### config.mk
export PLATFORM = sky130hd
export DESIGN_NAME = uart_cmd_loader
export DESIGN_NICKNAME = d
export VERILOG_FILES = /design/src/rtl/uart_cmd_loader.sv
export SDC_FILE = /design/constraint.sdc
export NUM_CORES = 1
export LEC_CHECK = 0
export BUFFER_PORTS_ARGS = -buffer_cell sky130_fd_sc_hd__buf_2
export CAP_MARGIN = 20
export CORE_MARGIN = 1.5
export CORE_UTILIZATION = 44
export CTS_CLUSTER_DIAMETER = 120
export DETAILED_ROUTE_END_ITERATION = 6
export PLACE_DENSITY = 0.68
export RECOVER_POWER = 100
export SKIP_LAST_GASP = 1
export SYNTH_ARGS = -nofsm -noshare
export SYNTH_HDL_FRONTEND = slang
export SYNTH_SLANG_ARGS = --single-unit
### constraint.sdc
create_clock -name clk -period 2.65 [get_ports clk]
set_input_delay 0.53 -clock clk [delete_from_list [all_inputs] [get_ports clk]]
set_output_delay 0.53 -clock clk [all_outputs]
set_load 0.05 [all_outputs]
### src/rtl/uart_cmd_loader.sv
// Frame parser behind uart_rx: validates 11-byte command frames, issues word
// writes to the program memory and drives the core hold line.
module uart_cmd_loader #(
    parameter logic [7:0] SYNC_BYTE      = 8'hA5,
    parameter int         TIMEOUT_CYCLES = 270000
) (
    input  logic        clk,
    input  logic        rst_n,
    input  logic [7:0]  rx_data,
    input  logic        rx_data_valid,
    output logic        rx_data_ready,
    output logic [31:0] mem_addr,
    output logic [31:0] mem_wdata,
    output logic        mem_we,
    input  logic        mem_ack,
    output logic        cpu_hold,
    output logic        frame_err,
    output logic [15:0] frames_ok
);

    localparam int            TW       = $clog2(TIMEOUT_CYCLES);
    localparam logic [TW-1:0] TMO_LAST = TW'(TIMEOUT_CYCLES - 1);
    localparam logic [TW-1:0] TMO_ONE  = TW'(1);

    typedef enum logic [2:0] {
        ST_IDLE  = 3'd0,
        ST_CMD   = 3'd1,
        ST_ADDR  = 3'd2,
        ST_DATA  = 3'd3,
        ST_CHK   = 3'd4,
        ST_WRITE = 3'd5
    } state_t;

    state_t        state_r;
    logic [7:0]    cmd_r;
    logic [7:0]    chk_r;
    logic [1:0]    byte_idx_r;
    logic [TW-1:0] tmo_r;

    logic accept_s;
    logic in_frame_s;
    logic cmd_valid_s;
    logic tmo_expire_s;

    // Running frame checksum: XOR of every byte after SYNC.
    function automatic logic [7:0] chk_next(input logic [7:0] acc, input logic [7:0] b);
        return acc ^ b;
    endfunction

    assign rx_data_ready = (state_r != ST_WRITE);
    assign accept_s      = rx_data_valid && rx_data_ready;
    assign tmo_expire_s  = in_frame_s && !accept_s && (tmo_r == TMO_LAST);

    // Decode which states are inside a frame (timeout armed) and which commands are legal.
    always_comb begin
        in_frame_s  = 1'b0;
        cmd_valid_s = 1'b0;
        case (state_r)
            ST_CMD, ST_ADDR, ST_DATA, ST_CHK: in_frame_s = 1'b1;
            default:                          in_frame_s = 1'b0;
        endcase
        case (cmd_r)
            8'h01, 8'h02, 8'h03: cmd_valid_s = 1'b1;
            default:             cmd_valid_s = 1'b0;
        endcase
    end

    // Frame sequencer with registered memory, hold and status outputs.
    always_ff @(posedge clk or negedge rst_n) begin
        if (!rst_n) begin
            state_r    <= ST_IDLE;
            cmd_r      <= 8'h00;
            chk_r      <= 8'h00;
            byte_idx_r <= 2'd0;
            tmo_r      <= '0;
            mem_addr   <= 32'h0000_0000;
            mem_wdata  <= 32'h0000_0000;
            mem_we     <= 1'b0;
            cpu_hold   <= 1'b1;
            frame_err  <= 1'b0;
            frames_ok  <= 16'h0000;
        end else begin
            frame_err <= 1'b0;
            // An accepted byte always clears the gap counter, even on the expiry cycle.
            if (in_frame_s && !accept_s && !tmo_expire_s) begin
                tmo_r <= tmo_r + TMO_ONE;
            end else begin
                tmo_r <= '0;
            end

            if (tmo_expire_s) begin
                frame_err <= 1'b1;
                state_r   <= ST_IDLE;
            end else begin
                case (state_r)
                    ST_IDLE: begin
                        if (accept_s && (rx_data == SYNC_BYTE)) begin
                            chk_r   <= 8'h00;
                            state_r <= ST_CMD;
                        end
                    end
                    ST_CMD: begin
                        if (accept_s) begin
                            cmd_r      <= rx_data;
                            chk_r      <= chk_next(chk_r, rx_data);
                            byte_idx_r <= 2'd0;
                            state_r    <= ST_ADDR;
                        end
                    end
                    ST_ADDR: begin
                        if (accept_s) begin
                            mem_addr[{byte_idx_r, 3'b000} +: 8] <= rx_data;
                            chk_r      <= chk_next(chk_r, rx_data);
                            byte_idx_r <= byte_idx_r + 2'd1;
                            if (byte_idx_r == 2'd3) begin
                                state_r <= ST_DATA;
                            end
                        end
                    end
                    ST_DATA: begin
                        if (accept_s) begin
                            mem_wdata[{byte_idx_r, 3'b000} +: 8] <= rx_data;
                            chk_r      <= chk_next(chk_r, rx_data);
                            byte_idx_r <= byte_idx_r + 2'd1;
                            if (byte_idx_r == 2'd3) begin
                                state_r <= ST_CHK;
                            end
                        end
                    end
                    ST_CHK: begin
                        if (accept_s) begin
                            if ((rx_data != chk_r) || !cmd_valid_s) begin
                                frame_err <= 1'b1;
                                state_r   <= ST_IDLE;
                            end else if (cmd_r == 8'h01) begin
                                mem_we  <= 1'b1;
                                state_r <= ST_WRITE;
                            end else begin
                                cpu_hold  <= (cmd_r == 8'h03);
                                frames_ok <= frames_ok + 16'd1;
                                state_r   <= ST_IDLE;
                            end
                        end
                    end
                    ST_WRITE: begin
                        if (mem_ack) begin
                            mem_we    <= 1'b0;
                            frames_ok <= frames_ok + 16'd1;
                            state_r   <= ST_IDLE;
                        end
                    end
                    default: begin
                        mem_we  <= 1'b0;
                        state_r <= ST_IDLE;
                    end
                endcase
            end
        end
    end

endmodule

==> results <==
- The flow ran to the end, but the final reports show violations.
- The final reports fail on max-capacitance violations, max-slew violations.
- Post-CTS repair changed the size of 0 cells.
- The synthesized netlist contains 53 unique library cells.
- The area growth from synthesis to layout is 19.2%.
- After synthesis, the largest area contributor takes up 54.8% of total cell area.
- The data required time at the worst endpoint is 2.12 ns.
- The clock latency at the later pin of the worst-skew pair is around 0.42 ns.
- Across all setup checks in the final design, the least slack found is 0.347 ns.
- The number of remaining DRC errors is 0.
- Setup repair after global routing left no endpoint under its margin.
- The maximum level of the CTS H-tree is 4.
- The maximum clock frequency is 0.434 GHz.
- The final weighted congestion in routability-driven placement is 0.813.
- The max-slew violation count is 29.
- In this run the clock root is driven by a clkbuf_16.
- The initial antenna violation count was 0.
- After clock tree synthesis, the clock-pin slew on the worst setup and hold paths is 0.05 ns.
- The net count of the finished layout is 673.
- Once detailed placement completed, the half-perimeter wirelength came to 9.21 mm.
- IR analysis of the VDD net gives a maximum drop of 0.000850 V.
- Entering global routing, the biggest net connects 59 pins.
- The count of routing violations after the opening detailed-route iteration is 340.
- The sort of element at the end of the critical path is a primary output.
- The hold violation total from the final report is 0.
- In this run the count of I/O pins placed on the die edge is 96.
- The post-synthesis cell count is 546.
- The top cell types in the final layout, fill and taps aside, are 122 x dfrtp_1, 112 x nand2_1, 93 x clkbuf_1.
- The maximum net fanout on the critical path is 15.
- Counting along the longest clock path gives a buffer depth of 2.
- The dominant register cell in the synthesized netlist is dfrtp_1.
- The minimum clock period is 2.30 ns.
- Yosys attributes the largest share of cell area to dfrtp_1 55%, nand2_1 7.4%, o21ai_0 6.4%.
- The cts-stage hold buffer count is 0.
- The pre-antenna-repair detailed-routing pass consisted of 6 iterations.
- The global-route congestion overflow total is 0.
- The async set-or-reset flop fraction in the synthesized netlist is 100%.
- TritonCTS built the clock tree.
- Setup violations remaining at the end of the flow were counted as 0.
- The worst pin sits at a relative slew slack of -6.41%.
- Summing all placed instances gives a cell area of 0.00628 mm^2.
- The number of nets with antenna violations after routing is 0.
- Port buffering added between 90 and 100 buffers.
- The endpoint of the lowest-slack register-to-register path is frames_ok[1].
- Summing internal, switching and leakage power gives 8.35 mW.
- The die extent in y is 115 um.
- The synthesized design contains 0 enable-type register cells.
- The die covers 0.0133 mm^2.
- Sequential cells were found to cover approximately 55% of the synthesized design area.
- The core footprint is between 0.01 and 0.015 mm^2.
- In the routed layout, each cell is associated on average with a via count of 5.35.
- Measured along the x axis, the die boundary spans 115 um.
- The first-pass GRT wire length is 22.3 mm.
- Dividing the detail-routed wire length by the instance count gives 16.2 um.
- In this run the power density over the cells is between 1000 and 1500 mW/mm^2.
- The initial core utilization is 45.8%.
- The mapped netlist covers 0.00557 mm^2.
- The combined global-route utilization of all metal layers is 21.9%.
- Hold is met by 0.0742 ns.
- The number of clock buffers added by TritonCTS is 17.
- The startpoint of the worst register-to-register path is state_r[1].
- After routing, the total negative slack on setup checks comes to 0 ns.
- The count of standard-cell rows is 40.
- The type of element launching the critical path is a flip-flop.
- The post-synthesis sequential element count is 123.
- The post-route fraction of the period consumed by the critical path is 86.9%.
- The standby leakage power is a little under 3 nW.
- The worst hold path belongs to the class in2async.
- The data arrival at the endpoint of the critical path is 1.77 ns.
- The clock skew after layout is 0.0107 ns.
- The repair_antennas step left the layout with diodes totalling 0.
- Summing over every cut layer, the via total after detailed routing is 4457.
- For the pin with the worst max-slew slack, the measured transition is ~1.6 ns.
- The number of cells on the worst reg-to-reg path is 6.
- The fraction of layout instances using a drive strength above 1 is between 10% and 20%.
- The critical path is of the reg2out type.
- Buffers added to address setup during post-CTS repair amount to 0.
- Max-cap violations in this run came to 1.
- Leaving out fill and tap cells, the most frequent cell in the layout is dfrtp_1.
- The final instance area is 0.00664 mm^2.
- A synthesized cell averages 10.2 um^2.
- The slack of the worst reg-to-reg path is 0.35 ns.
- Counting every net in the synthesized netlist gives 565.
- Before CTS, the worst setup slack after placement is 0.358 ns.
- Of all cell types, the one taking the most synthesized area is dfrtp_1.
- The number of sinks driven by the clock tree is approximately 120.
- The number of global-route vias before repair is about 4500.
- The routed design has 13.5 mm of wire.
- The number of warning messages in the yosys log is 0.
[state kept, by name, indices dropped and copies added, names as in the netlist]
signal	count
state_r	3
mem_wdata	32
mem_addr	32
tmo_r	19
chk_r	8
frames_ok	16
frame_err	1
mem_we	1
byte_idx_r	2
cmd_r	8
cpu_hold	1
[worst max path at each step]
stage | start | to | depth (start not counted)
finish | state_r[2] | rx_data_ready | 3
global route | state_r[1] | frames_ok[1] | 6
CTS | cmd_r[3] | frames_ok[1] | 6
detailed placement | rx_data[0] | frames_ok[1] | 7
global placement | rx_data[0] | frames_ok[1] | 7
floorplan | rx_data[1] | frames_ok[1] | 7
[cell usage after synthesis, types with 10 or more instances]
library cell	instances
nor2_1	26
clkbuf_1	12
nand3_1	14
buf_2	10
dfrtp_1	122
xor2_1	20
nand2_1	110
inv_1	11
a22o_1	16
o21ai_0	71
a21oi_1	17
xnor2_1	15
[critical path: stages, from the launching register on]
cell	delay [ns]
dfrtp_1	0.34
clkbuf_1	0.47
nand3_1	0.20
clkbuf_1	0.34
[cells by family after synthesis]
logic type | Yosys count | share of synthesized area, %
AND/OR/NAND/NOR | 213 | 19.1
adder cells (fa/ha/maj) | 7 | 1.57
buffers and inverters | 36 | 3.06
AO/OA/AOI/OAI | 122 | 13.4
multiplexers | 10 | 2.07
XOR/XNOR | 35 | 5.51
flip-flops | 123 | 55.3
[routing by layer]
layer	vias up	global-route usage, %	part of all wire (%)
met3	27	5.96	5.2
met4	0	10.6	2.2
met2	135	33.8	48
li1	2113	-	-
met5	-	0	0
met1	2182	28.9	45
[stage by stage]
step           std cells  util (%)
6_report             833      54.6
3_5_place_dp         803      51.7
3_3_place_gp         803      51.7
5_1_grt              833      54.6
4_1_cts              833      56.2
2_1_floorplan        546         -
[area by class of cell]
class / instances / area, um^2
inverter: 11 / 41.3
sequential: 123 / 3080
clock buffer: 24 / 492
clock inverter: 6 / 63.8
tap: 168 / 210
timing repair buffer: 114 / 490
multi-input combinational: 387 / 2260
fill: 1135 / 5520
[power breakdown]
group          internal (mW)  total, mW  leakage, nW  switching [mW]
Combinational          0.744       3.27         1.00            2.52
Sequential              2.46       2.91         1.66           0.447
Clock                   1.37       2.18        0.268           0.802
Total                   4.58       8.35         2.93            3.77
Power figures use the tool's default switching activity.
